[src/rtl/pipeline_pkg.sv]
// Shared constants and encodings for the 16-bit pipeline.
package pipeline_pkg;
  localparam int DATA_W      = 16;
  localparam int ADDR_W      = 8;
  localparam int IMM8_W      = 8;
  localparam int REG_W       = 4;
  localparam int TIMEOUT_DEF = 15;

  // Data-memory access FSM
  typedef enum logic {
    MS_IDLE = 1'b0,
    MS_WAIT = 1'b1
  } mem_state_e;

  // ALU operation codes (decoded in ID, consumed in EX)
  typedef enum logic [2:0] {
    ALU_ADD = 3'd0,
    ALU_SUB = 3'd1,
    ALU_AND = 3'd2,
    ALU_OR  = 3'd3,
    ALU_XOR = 3'd4,
    ALU_SHL = 3'd5,
    ALU_SHR = 3'd6,
    ALU_PASS = 3'd7
  } alu_op_e;

  // EX operand forward select: register file, M-stage value, W-stage value
  typedef enum logic [1:0] {
    FWD_RF = 2'd0,
    FWD_M  = 2'd1,
    FWD_W  = 2'd2
  } fwd_sel_e;
endpackage

[src/rtl/mem_access_ctrl.sv]
// Data-memory handshake FSM with a bounded wait and a sticky timeout flag.
module mem_access_ctrl
  import pipeline_pkg::*;
#(
  parameter int TIMEOUT = TIMEOUT_DEF
) (
  input  logic clk,
  input  logic rst,
  input  logic mem_op_i,
  input  logic ack_i,
  output logic req_o,
  output logic stall_o,
  output logic complete_o,
  output logic abort_o,
  output logic err_o
);
  localparam int CW = $clog2(TIMEOUT + 1);
  localparam logic [CW-1:0] TO_CNT = CW'(TIMEOUT);

  mem_state_e    state_q, state_d;
  logic [CW-1:0] cnt_q, cnt_d;
  logic          err_q, err_d;
  logic          req, abort;

  // Next state, wait counter and request. On the timeout cycle the request is
  // dropped so any ack arriving then is ignored and the access is abandoned.
  always_comb begin
    state_d = state_q;
    cnt_d   = cnt_q;
    err_d   = err_q;
    req     = 1'b0;
    abort   = 1'b0;
    case (state_q)
      MS_IDLE: begin
        if (mem_op_i) begin
          req = 1'b1;
          if (!ack_i) begin
            state_d = MS_WAIT;
            cnt_d   = CW'(1);
          end
        end
      end
      MS_WAIT: begin
        if (!mem_op_i) begin
          state_d = MS_IDLE;
          cnt_d   = '0;
        end else if (cnt_q == TO_CNT) begin
          abort   = 1'b1;
          err_d   = 1'b1;
          state_d = MS_IDLE;
          cnt_d   = '0;
        end else begin
          req = 1'b1;
          if (ack_i) begin
            state_d = MS_IDLE;
            cnt_d   = '0;
          end else begin
            cnt_d = cnt_q + CW'(1);
          end
        end
      end
      default: begin
        state_d = MS_IDLE;
        cnt_d   = '0;
      end
    endcase
  end

  // State, counter and sticky error registers
  always_ff @(posedge clk) begin
    if (rst) begin
      state_q <= MS_IDLE;
      cnt_q   <= '0;
      err_q   <= 1'b0;
    end else begin
      state_q <= state_d;
      cnt_q   <= cnt_d;
      err_q   <= err_d;
    end
  end

  assign req_o      = req;
  assign complete_o = req & ack_i;
  assign abort_o    = abort;
  assign stall_o    = mem_op_i & ~(req & ack_i) & ~abort;
  assign err_o      = err_q;
endmodule

[src/rtl/mem_stage.sv]
// MEM stage: data-memory access, branch/jump redirect, M forward value, MEM/WB register.
module mem_stage
  import pipeline_pkg::*;
#(
  parameter int DATA_WIDTH = DATA_W,
  parameter int ADDR_WIDTH = ADDR_W,
  parameter int IMM8_WIDTH = IMM8_W,
  parameter int REG_WIDTH  = REG_W,
  parameter int TIMEOUT    = TIMEOUT_DEF
) (
  input  logic                  clk,
  input  logic                  rst,
  input  logic [ADDR_WIDTH-1:0] PCM_i,
  input  logic [DATA_WIDTH-1:0] WriteDataM_i,
  input  logic [IMM8_WIDTH-1:0] imm8M_i,
  input  logic [REG_WIDTH-1:0]  WriteRegM_i,
  input  logic [DATA_WIDTH-1:0] alu_outM_i,
  input  logic                  RegWriteM_i,
  input  logic                  BranchM_i,
  input  logic                  MemReadM_i,
  input  logic                  MemWriteM_i,
  input  logic                  MemToRegM_i,
  input  logic                  MovM_i,
  input  logic                  jumpM_i,
  output logic                  dmem_req_o,
  output logic                  dmem_we_o,
  output logic [ADDR_WIDTH-1:0] dmem_addr_o,
  output logic [DATA_WIDTH-1:0] dmem_wdata_o,
  input  logic                  dmem_ack_i,
  input  logic [DATA_WIDTH-1:0] dmem_rdata_i,
  output logic                  stall_mem_o,
  output logic                  pc_src_o,
  output logic [ADDR_WIDTH-1:0] pc_target_o,
  output logic                  flush_o,
  output logic [DATA_WIDTH-1:0] WBResultM_o,
  output logic                  RegWriteW_o,
  output logic [REG_WIDTH-1:0]  WriteRegW_o,
  output logic [DATA_WIDTH-1:0] ResultW_o,
  output logic                  mem_err_o
);
  logic mem_op, stall, complete, abort;
  logic take;

  logic                  RegWriteW_q, RegWriteW_d;
  logic [REG_WIDTH-1:0]  WriteRegW_q, WriteRegW_d;
  logic [DATA_WIDTH-1:0] ResultW_q,   ResultW_d;

  assign mem_op = MemReadM_i | MemWriteM_i;

  mem_access_ctrl #(.TIMEOUT(TIMEOUT)) u_ctrl (
    .clk        (clk),
    .rst        (rst),
    .mem_op_i   (mem_op),
    .ack_i      (dmem_ack_i),
    .req_o      (dmem_req_o),
    .stall_o    (stall),
    .complete_o (complete),
    .abort_o    (abort),
    .err_o      (mem_err_o)
  );

  // A write wins when both read and write are flagged
  assign dmem_we_o    = MemWriteM_i;
  assign dmem_addr_o  = alu_outM_i[ADDR_WIDTH-1:0];
  assign dmem_wdata_o = WriteDataM_i;
  assign stall_mem_o  = stall;

  // M-stage forward value; load data is only available from W
  assign WBResultM_o = MovM_i ? {{(DATA_WIDTH-IMM8_WIDTH){1'b0}}, imm8M_i} : alu_outM_i;

  // Redirect: jump beats taken branch; held off while the stage is stalled
  always_comb begin
    take        = 1'b0;
    pc_target_o = PCM_i + ADDR_WIDTH'(imm8M_i);
    if (jumpM_i) begin
      take        = 1'b1;
      pc_target_o = ADDR_WIDTH'(imm8M_i);
    end else if (BranchM_i && (alu_outM_i == '0)) begin
      take = 1'b1;
    end
  end

  assign pc_src_o = take & ~stall;
  assign flush_o  = pc_src_o;

  // MEM/WB next value: bubble while stalled or when an access is abandoned
  always_comb begin
    RegWriteW_d = 1'b0;
    WriteRegW_d = '0;
    ResultW_d   = '0;
    if (!(stall || abort)) begin
      RegWriteW_d = RegWriteM_i;
      WriteRegW_d = WriteRegM_i;
      ResultW_d   = MemToRegM_i ? dmem_rdata_i : WBResultM_o;
    end
  end

  // MEM/WB register
  always_ff @(posedge clk) begin
    if (rst) begin
      RegWriteW_q <= 1'b0;
      WriteRegW_q <= '0;
      ResultW_q   <= '0;
    end else begin
      RegWriteW_q <= RegWriteW_d;
      WriteRegW_q <= WriteRegW_d;
      ResultW_q   <= ResultW_d;
    end
  end

  assign RegWriteW_o = RegWriteW_q;
  assign WriteRegW_o = WriteRegW_q;
  assign ResultW_o   = ResultW_q;

  logic unused_complete;
  assign unused_complete = complete;
endmodule

[config.mk]
export PLATFORM = sky130hd
export DESIGN_NAME = mem_stage
export DESIGN_NICKNAME = d
export VERILOG_FILES = /design/src/rtl/pipeline_pkg.sv /design/src/rtl/mem_access_ctrl.sv /design/src/rtl/mem_stage.sv
export SDC_FILE = /design/constraint.sdc
export NUM_CORES = 1
export LEC_CHECK = 0
export BUFFER_PORTS_ARGS = -buffer_cell sky130_fd_sc_hd__buf_2
export CAP_MARGIN = 0
export CELL_PAD_IN_SITES_DETAIL_PLACEMENT = 0
export CELL_PAD_IN_SITES_GLOBAL_PLACEMENT = 1
export CORE_ASPECT_RATIO = 1.2
export CORE_MARGIN = 2
export CORE_UTILIZATION = 26
export CTS_CLUSTER_DIAMETER = 120
export DETAILED_ROUTE_END_ITERATION = 16
export PLACE_DENSITY = 0.86
export SYNTH_ARGS = -nofsm -noshare
export SYNTH_HDL_FRONTEND = slang
export SYNTH_HIERARCHICAL = 1
export SYNTH_SLANG_ARGS = --single-unit
[constraint.sdc]
create_clock -name clk -period 2.46 [get_ports clk]
set_input_delay 0 -clock clk [delete_from_list [all_inputs] [get_ports clk]]
set_output_delay 0 -clock clk [all_outputs]
set_load 0.01 [all_outputs]
==> flow_summary_export.csv, run 1 <==
group,metric,value,unit
pwr,peakVddDrop,0.000223,V
cells_and_area,fillCellCount,730,
clock_tree,clk_latency,270,ps
sta,grt_setup_unrepaired,"false",
synthesis,syn_area,1840,um^2
clock_tree,cts.htree.levels,1,
drt,post_drt_wl_per_cell,13.3,um
synthesis,syn_inst,216,
placed_design,place_area,2320,um^2
global_route,grt_pass1_vias,1696,
cells_and_area,layout-drive-gt1-share,43.4,%
critical_path,crit_arrival,2120,ps
clock_tree,cts.sinks,27,
sta,skew,3.92,ps
global_route,grt.overflow.total,0,
die,die_h,96.2,um
sta,drv_slew,0,
critical_path,worstSetupStartpointType,"flop",
flow_run,drv_cap,0,
sta,relSlewSlack,65.5,%
critical_path,crit_path_max_fanout,16,
cells_and_area,nets,408,
global_route,grt_max_degree,25,
placed_design,post-place-ws,536,ps
global_route,grt_pass1_wl,7.94,mm
placed_design,dp.cells,389,
die,die-area,7770,um^2
min_path,holdPathStages,0,
global_route,grt_use_total,13.0,%
synthesis,syn-num-nets,303,
critical_path,crit_type,"reg -> reg",
cells_and_area,syn_to_final_growth,36.4,%
sta,setup_slack,525,ps
critical_path,required,2650,ps
synthesis,avgSynthCellArea,8.52,um^2
drt,first_pass_iters,4,
clock_tree,clk_path_buf_depth,2,
synthesis,yosys_warnings,6,
cells_and_area,layout.cells.non_filler,407,
die,coreArea,6850,um^2
min_path,hp-class,"in -> out",
sta,hold_violations,0,
cells_and_area,antenna_cells,0,
drt,ant_nets,0,
die,initial_core_util,26.9,%
sta,tightest_slew,518,ps
sta,whs,0.00444,ps
die,io_pins,153,
clock_tree,clk_pin_slew_worst_paths,80,ps
die,rows,33,
clock_tree,cts_resized,0,
clock_tree,cts_tree,"yes",
placed_design,io_buffers,120,
sta,setup_viol,0,
drt,drc,0,
clock_tree,cts_buffers,3,
pwr,leakagePower,1.23,nW
drt,via_per_inst,4.58,
drt,wl,5.40,mm
critical_path,cp-end-kind,"flop",
drt,via_count,1866,
run_status,status,"complete, no violations",
global_route,antenna_found_initial,0,
clock_tree,cts_root_buf,"clkbuf_8",
placed_design,gp_congestion,0.727,
sta,tns,0,ps
placed_design,hpwl,4.37,mm
die,dieWidth,80.8,um
sta,period_share,78.7,%
cells_and_area,final_cell_area,2510,um^2
pwr,power_density,425,nW/um^2
critical_path,reg2reg_depth,5,
drt,drt_iter0_drc,33,
sta,max_freq,517,MHz
sta,layout_min_cycle_time,1940,ps
-- metrics by stage --
step | util [%] | power (mW)
after floorplan | - | 0.706
after global placement | 33.9 | 0.814
after detailed placement | 33.9 | 0.817
after CTS | 36.6 | 1.08
after global routing | 36.6 | 1.14
final | 36.6 | 1.07
-- flip-flops by register name, summed over array words and instances, names as in the netlist --
| signal | count |
|---|---|
| RegWriteW_o | 1 |
| ResultW_o | 16 |
| WriteRegW_o | 4 |
| u_ctrl/cnt_q | 4 |
| u_ctrl/err_o | 1 |
| u_ctrl/state_q | 1 |
-- routing by layer --
layer | GRT usage (%) | wire length [um] | share of wire [%]
met1 | 15.3 | 2230 | 41
met2 | 23.8 | 2680 | 50
met3 | 1.03 | 374 | 6.9
met4 | 5.93 | 120 | 2.2
met5 | 0 | 0 | 0
-- cell type report --
cell class	instances	area, um^2	area share (%)
Multi-Input combinational cell	151	1060	42.1
Clock buffer	3	41.3	1.65
Sequential cell	27	541	21.5
Clock inverter	1	7.51	0.299
Timing Repair Buffer	134	741	29.5
Inverter	4	15.0	0.598
Tap cell	87	109	4.34
-- cell usage in the layout, fill, tap and decap left out, types with 2 or more instances in the layout --
cell             n
a211oi_1         2
a21o_1           2
a21oi_1          5
a31oi_1          3
and2_1           7
buf_2          120
clkbuf_8         3
dfxtp_1         27
dlygate4sd3_1   14
ha_1             8
inv_1            4
mux2_2           9
mux2i_1          9
nand2_1          7
nand3_1          3
nand3b_1         5
nand4_1          3
nor2_1          25
nor2b_1         16
nor3_1          11
nor3b_1          2
nor4_1           3
nor4b_1          2
o21a_1           3
o21ai_0          5
o21bai_1         2
o31ai_1          2
xor2_1           2
-- final timing paths --
check / start / end / slack (ps)
worst max-delay path: u_ctrl/cnt_q[0] / ResultW_o[2] / 520
worst min-delay path: WriteDataM_i[9] / dmem_wdata_o[9] / 0.004
worst max register to register: u_ctrl/cnt_q[0] / ResultW_o[2] / 520
worst min register to register: u_ctrl/err_o / u_ctrl/err_o / 480
-- power by group --
part | internal (mW) | total, mW | switching (mW)
combinational | 0.173 | 0.357 | 0.184
clock | 0.115 | 0.245 | 0.130
sequential | 0.458 | 0.465 | 0.00655
-- critical path: stages (launching register included) --
cell     delay, ps
dfxtp_1        330
ha_1           250
and4_2         270
and2_1         170
or3_1          580
nor3_1         250
-- timing repair --
item,in CTS,in global routing
endpoints found under the setup margin,0,0
buffers inserted,0,0
endpoints found under the hold margin,15,0
hold buffers,14,0
Note: power is estimated with default switching activity, not from simulation.
==> run 2: changes to the inputs <==
ABC_AREA = 1   (was default)
CORE_UTILIZATION = 23   (was 26)
PLACE_DENSITY = 0.81   (was 0.86)
clock period = 1.6 ns   (was 2.46 ns; I/O delays follow)
==> run 2 against run 1 <==
  * Non-clock buffer count rose by 12
  * Clock power rose by 62%
  * Sequential share of layout area fell by 2.2 points
  * Sequential power rose by 54%
  * Clock skew rose by 6.1 ps
  * Power rose by 60%
  * Synthesized cell count rose by 33%
  * Final cell count rose by 28%
  * Wire length rose by 9.3%
  * Fmax rose by 30%
  * Utilization fell by 3.5 points
  * Largest cell class unchanged
==> flow_summary_export.csv, run 2 <==
group,metric,value,unit
global_route,grt_use_total,12.0,%
flow_run,drv_cap,0,
cells_and_area,largest_register_ff_count,16,
sta,layout_min_cycle_time,1480,ps
pwr,combPwrFrac,34.8,%
critical_path,crit_arrival,1680,ps
critical_path,cp_cell_sequence,"ha_4 > nand3_4 > nor2_4 > nor2_1 > nor2_1 > nand2_2 > buf_4 > a211oi_2",
critical_path,worstSetupStartpointType,"flop",
pwr,power_density,608,nW/um^2
critical_path,crit_type,"reg -> reg",
critical_path,slowest_delay,370,ps
drt,first_pass_iters,4,
sta,grt_setup_unrepaired,"false",
pwr,power.switching,0.554,mW
global_route,grt_pass1_vias,2049,
clock_tree,cts.htree.levels,1,
drt,drt_iter0_drc,67,
cells_and_area,final_common_cell,"buf_2",
clock_tree,cts_root_buf,"clkbuf_8",
sta,relSlewSlack,61.7,%
drt,ant_nets,0,
cells_and_area,layout.cells.non_filler,520,
critical_path,cp-end-kind,"flop",
die,die_h,105,um
synthesis,syn_area,1970,um^2
synthesis,yosys_warnings,6,
pwr,leakagePower,1.55,nW
global_route,antenna_found_initial,0,
cells_and_area,layout_common_cells,"buf_2 (120), nand2_1 (53), inv_1 (49), nor2_1 (42), dfxtp_1 (25)",
pwr,p_int,1.15,mW
critical_path,cp-startpoint,"u_ctrl/cnt_q[0]",
cells_and_area,final_util,33.1,%
synthesis,syn_inst,287,
clock_tree,clk_latency,270,ps
sta,hold_violations,0,
sta,whs,0.00284,ps
global_route,grt_pass1_wl,9.02,mm
die,initial_core_util,23.3,%
placed_design,dp.cells,492,
cells_and_area,nets,491,
critical_path,cp.buffers_inverters,1,
drt,via_per_inst,4.05,
drt,via_count,2106,
die,io_pins,153,
cells_and_area,final_cell_area,2800,um^2
critical_path,required,1800,ps
placed_design,post-place-ws,14.1,ps
placed_design,place_area,2490,um^2
critical_path,critical_path.slowest_cell,"dfxtp_2",
sta,period_share,92.8,%
clock_tree,cts_buffers,3,
min_path,hold_start,"WriteDataM_i[2]",
pwr,p_sw_share,32.5,%
global_route,grt.overflow.total,0,
die,rows,37,
cells_and_area,antenna_cells,0,
sta,setup_slack,115,ps
cells_and_area,syn_to_final_growth,42.0,%
sta,skew,9.99,ps
sta,tightest_slew,575,ps
sta,setup_viol,0,
min_path,hp-class,"in -> out",
run_status,status,"complete, no violations",
pwr,sequentialPowerShare,42.0,%
clock_tree,clk_path_buf_depth,2,
pwr,pwr-share-clk,23.2,%
critical_path,crit_top_cell,"nor2_1",
drt,drc,0,
pwr,peakVddDrop,0.000235,V
die,dieWidth,88.6,um
placed_design,hpwl,4.76,mm
sta,tns,0,ps
drt,wl,5.90,mm
sta,drv_slew,0,
drt,post_drt_wl_per_cell,11.3,um
die,coreArea,8470,um^2
synthesis,syn-num-nets,374,
pwr,power,1.71,mW
placed_design,gp_congestion,0.802,
clock_tree,cts_tree,"yes",
clock_tree,cts.sinks,27,
die,die-area,9340,um^2
synthesis,avgSynthCellArea,6.88,um^2
critical_path,cp_top_family,"simple AND/OR/NAND/NOR gates",
placed_design,io_buffers,120,
cells_and_area,fillCellCount,929,
global_route,grt_max_degree,25,
critical_path,reg2reg_from,"u_ctrl/cnt_q[0]",
critical_path,crit_path_max_fanout,6,
sta,max_freq,674,MHz
clock_tree,clk_pin_slew_worst_paths,100,ps
cells_and_area,layout-drive-gt1-share,40.0,%
[run 2: what timing repair did]
action	CTS	global route
gates cloned	0	1
hold endpoints to repair	23	0
hold buffers	20	0
setup endpoints to repair	9	18
pin swaps	1	3
resized for setup	3	7
buffers inserted	1	2
[run 2: layout make-up]
type	count	area, um^2	area share [%]
Clock buffer	3	41.3	1.47
Clock inverter	1	7.51	0.268
Inverter	51	199	7.10
Sequential cell	27	543	19.4
Timing Repair Buffer	146	850	30.3
Tap cell	117	146	5.22
Multi-Input combinational cell	175	1020	36.3
[run 2: power by group through the flow]
stage | sequential [mW] | clock [mW] | combinational, mW
floorplan | 0.746 | 0 | 0.365
detailed placement | 0.730 | 0 | 0.556
CTS | 0.714 | 0.408 | 0.597
global route | 0.719 | 0.432 | 0.669
finish | 0.716 | 0.396 | 0.594
global placement | 0.729 | 0 | 0.551
[run 2: final timing paths]
path / slack, ps / end / depth (start not counted)
setup reg to reg: 120 / ResultW_o[8] / 8
setup / recovery: 120 / ResultW_o[8] / 8
hold reg to reg: 470 / u_ctrl/err_o / 2
hold / removal: 0.003 / dmem_wdata_o[2] / 0
[run 2: metal layers]
layer	vias up	routed length, um	global-route usage [%]
met5	-	0	0
met4	0	44	3.03
met3	6	360	1.25
met2	71	3080	23.7
met1	931	2410	13.1
li1	1098	-	-
[run 2: worst register-to-register path, cell delays in order (launching register included)]
cell,delay (ps)
dfxtp_2,370
ha_4,160
nand3_4,90
nor2_4,120
nor2_1,90
nor2_1,120
nand2_2,110
buf_4,170
a211oi_2,170
==> run 3: changes to the inputs <==
--- a/config.mk
+++ b/config.mk
@@ -9,5 +9,5 @@
 export BUFFER_PORTS_ARGS = -buffer_cell sky130_fd_sc_hd__buf_2
 export CAP_MARGIN = 0
-export CELL_PAD_IN_SITES_DETAIL_PLACEMENT = 0
+export CELL_PAD_IN_SITES_DETAIL_PLACEMENT = 1
 export CELL_PAD_IN_SITES_GLOBAL_PLACEMENT = 1
 export CORE_ASPECT_RATIO = 1.2
==> constraint.sdc (replaced) <==
create_clock -name clk -period 1.6 [get_ports clk]
set_input_delay 0 -clock clk [delete_from_list [all_inputs] [get_ports clk]]
set_output_delay 0 -clock clk [all_outputs]
set_load 0.05 [all_outputs]
==> run 3 against run 2 <==
  * Sequential power about the same
  * Cell area increased by 1.3%
  * Via count increased by 5.7%
  * Fmax decreased by 5.3%
  * Critical path depth unchanged
  * Non-clock buffer count decreased by 1
  * Worst setup slack got worse by 84 ps
  * Sequential cell count unchanged
  * Global-route usage increased by 2.7 points
  * Utilization increased by 0.43 points
  * Combinational power increased by 57%
  * Count of clock-buffer cells in the layout unchanged
  * Largest power group is now combinational logic
  * Highest routed layer is now met5
==> flow_summary_export.csv, run 3 (synthesis gave the netlist of run 2 again) <==
group,metric,value,unit
die,coreArea,8470,um^2
cells_and_area,layout_common_cells,"buf_2 (116), nand2_1 (53), inv_1 (49), nor2_1 (41), dfxtp_1 (25)",
sta,relSlewSlack,61.0,%
sta,skew,6.99,ps
sta,layout_min_cycle_time,1570,ps
critical_path,cp-startpoint,"u_ctrl/cnt_q[1]",
sta,tns,0,ps
cells_and_area,fillCellCount,1093,
pwr,pwr-share-clk,19.3,%
drt,via_per_inst,4.29,
critical_path,critical_path_cell_count,8,
sta,drv_slew,0,
placed_design,io_buffers,120,
critical_path,worstSetupStartpointType,"flop",
pwr,peakVddDrop,0.000251,V
min_path,hold_start,"WriteDataM_i[11]",
pwr,power_density,720,nW/um^2
global_route,grt.overflow.total,0,
critical_path,reg2reg_from,"u_ctrl/cnt_q[1]",
critical_path,required,1790,ps
placed_design,gp_congestion,0.779,
global_route,grt_pass1_vias,2382,
global_route,grt_max_degree,25,
pwr,leakagePower,1.56,nW
die,rows,37,
critical_path,crit_top_cell,"nor2_4",
clock_tree,cts.sinks,27,
critical_path,cp_top_family,"simple AND/OR/NAND/NOR gates",
pwr,p_sw_share,42.9,%
clock_tree,cts_buffers,3,
placed_design,place_area,2520,um^2
critical_path,cp_cell_sequence,"ha_4 > nand3_4 > nor2_4 > nor2_4 > nor2_1 > nand2_2 > buf_12 > a211oi_2",
critical_path,critical_path.slowest_cell,"dfxtp_2",
drt,post_drt_wl_per_cell,13.7,um
cells_and_area,final_common_cell,"buf_2",
cells_and_area,nets,490,
critical_path,cp.buffers_inverters,1,
clock_tree,clk_latency,270,ps
global_route,antenna_found_initial,1,
cells_and_area,antenna_cells,0,
sta,tightest_slew,585,ps
placed_design,hpwl,5.32,mm
pwr,sequentialPowerShare,35.2,%
clock_tree,clk_pin_slew_worst_paths,100,ps
clock_tree,cts.htree.levels,1,
sta,period_share,98.0,%
drt,wl,7.13,mm
die,initial_core_util,23.3,%
global_route,grt_use_total,14.7,%
die,io_pins,153,
drt,first_pass_iters,4,
sta,hold_violations,0,
clock_tree,cts_tree,"yes",
critical_path,reg2reg_depth,8,
critical_path,rr_endpoint,"ResultW_o[14]",
drt,drc,0,
die,die-area,9340,um^2
flow_run,drv_cap,0,
critical_path,reg2reg_slack,30,ps
run_status,status,"complete, no violations",
clock_tree,cts_root_buf,"clkbuf_8",
critical_path,crit_path_max_fanout,13,
min_path,hp-class,"in -> out",
drt,drt_iter0_drc,31,
critical_path,crit_type,"reg -> reg",
cells_and_area,seqCellArea,543,um^2
critical_path,cp-end-kind,"flop",
sta,setup_viol,0,
cells_and_area,final_cell_area,2840,um^2
clock_tree,clk_path_buf_depth,2,
critical_path,slowest_delay,400,ps
drt,via_count,2225,
global_route,grt_pass1_wl,11.0,mm
pwr,power.switching,0.876,mW
cells_and_area,syn_to_final_growth,43.9,%
pwr,combPwrFrac,45.6,%
critical_path,crit_arrival,1760,ps
die,die_h,105,um
cells_and_area,largest_register_ff_count,16,
die,dieWidth,88.6,um
critical_path,cp-endpoint,"ResultW_o[14]",
pwr,p_int,1.17,mW
cells_and_area,layout-drive-gt1-share,40.0,%
drt,ant_nets,0,
sta,max_freq,638,MHz
cells_and_area,multi_input_comb_area,1030,um^2
==> run 3: metal layers <==
metal	wire, um	global-route usage (%)
met1	2740	16.1
met2	3830	28.8
met5	12	0
met3	446	1.88
met4	92	3.57
==> run 3: worst min path at each step <==
stage / depth (start not counted) / endpoint
after floorplan: 1 / u_ctrl/err_o
after global placement: 0 / dmem_wdata_o[3]
after detailed placement: 0 / dmem_wdata_o[3]
after CTS: 0 / dmem_wdata_o[3]
after global routing: 0 / dmem_wdata_o[13]
final: 0 / dmem_wdata_o[11]
==> run 3: final cells by class <==
cell class	instances	share of cell area (%)
Multi-Input combinational cell	175	36.2
Timing Repair Buffer	145	30.8
Sequential cell	27	19.1
Inverter	51	7.00
Tap cell	117	5.15
Clock buffer	3	1.45
Clock inverter	1	0.264
==> run 3: timing repair <==
action                                  in CTS  in global routing
pin swaps                                    1                  1
gates cloned                                 0                  0
endpoints found under the setup margin      17                 11
gates resized for setup                      7                  7
endpoints found under the hold margin       24                  0
setup buffers                                1                  1
hold buffers                                21                  0
==> run 3: power groups by stage <==
stage | logic (mW) | registers, mW | clock network [mW]
2_1_floorplan | 0.649 | 0.836 | 0
3_3_place_gp | 0.860 | 0.730 | 0
3_5_place_dp | 0.876 | 0.731 | 0
4_1_cts | 0.922 | 0.716 | 0.412
5_1_grt | 1.00 | 0.721 | 0.426
6_report | 0.932 | 0.719 | 0.394
==> run 3: worst reg2reg max path: stages, from the launching register on <==
cell and delay [ps]:
dfxtp_2 400, ha_4 180, nand3_4 100, nor2_4 170
nor2_4 50, nor2_1 120, nand2_2 100, buf_12 160
a211oi_2 200
==> run 3: stage by stage <==
| stage | hold slack (ps) | setup WS, ps | power (mW) | cells | utilization (%) |
|---|---|---|---|---|---|
| after CTS | 0.341 | 16.0 | 2.05 | 518 | 33.2 |
| after global routing | 0.0718 | -15.4 | 2.15 | 519 | 33.5 |
| after global placement | 0.341 | 92.9 | 1.59 | 492 | 29.7 |
| after detailed placement | 0.341 | -54.8 | 1.61 | 492 | 29.7 |
| after floorplan | 62.4 | -102 | 1.49 | 287 | - |
| final | 0.0220 | 31.8 | 2.04 | 519 | 33.5 |
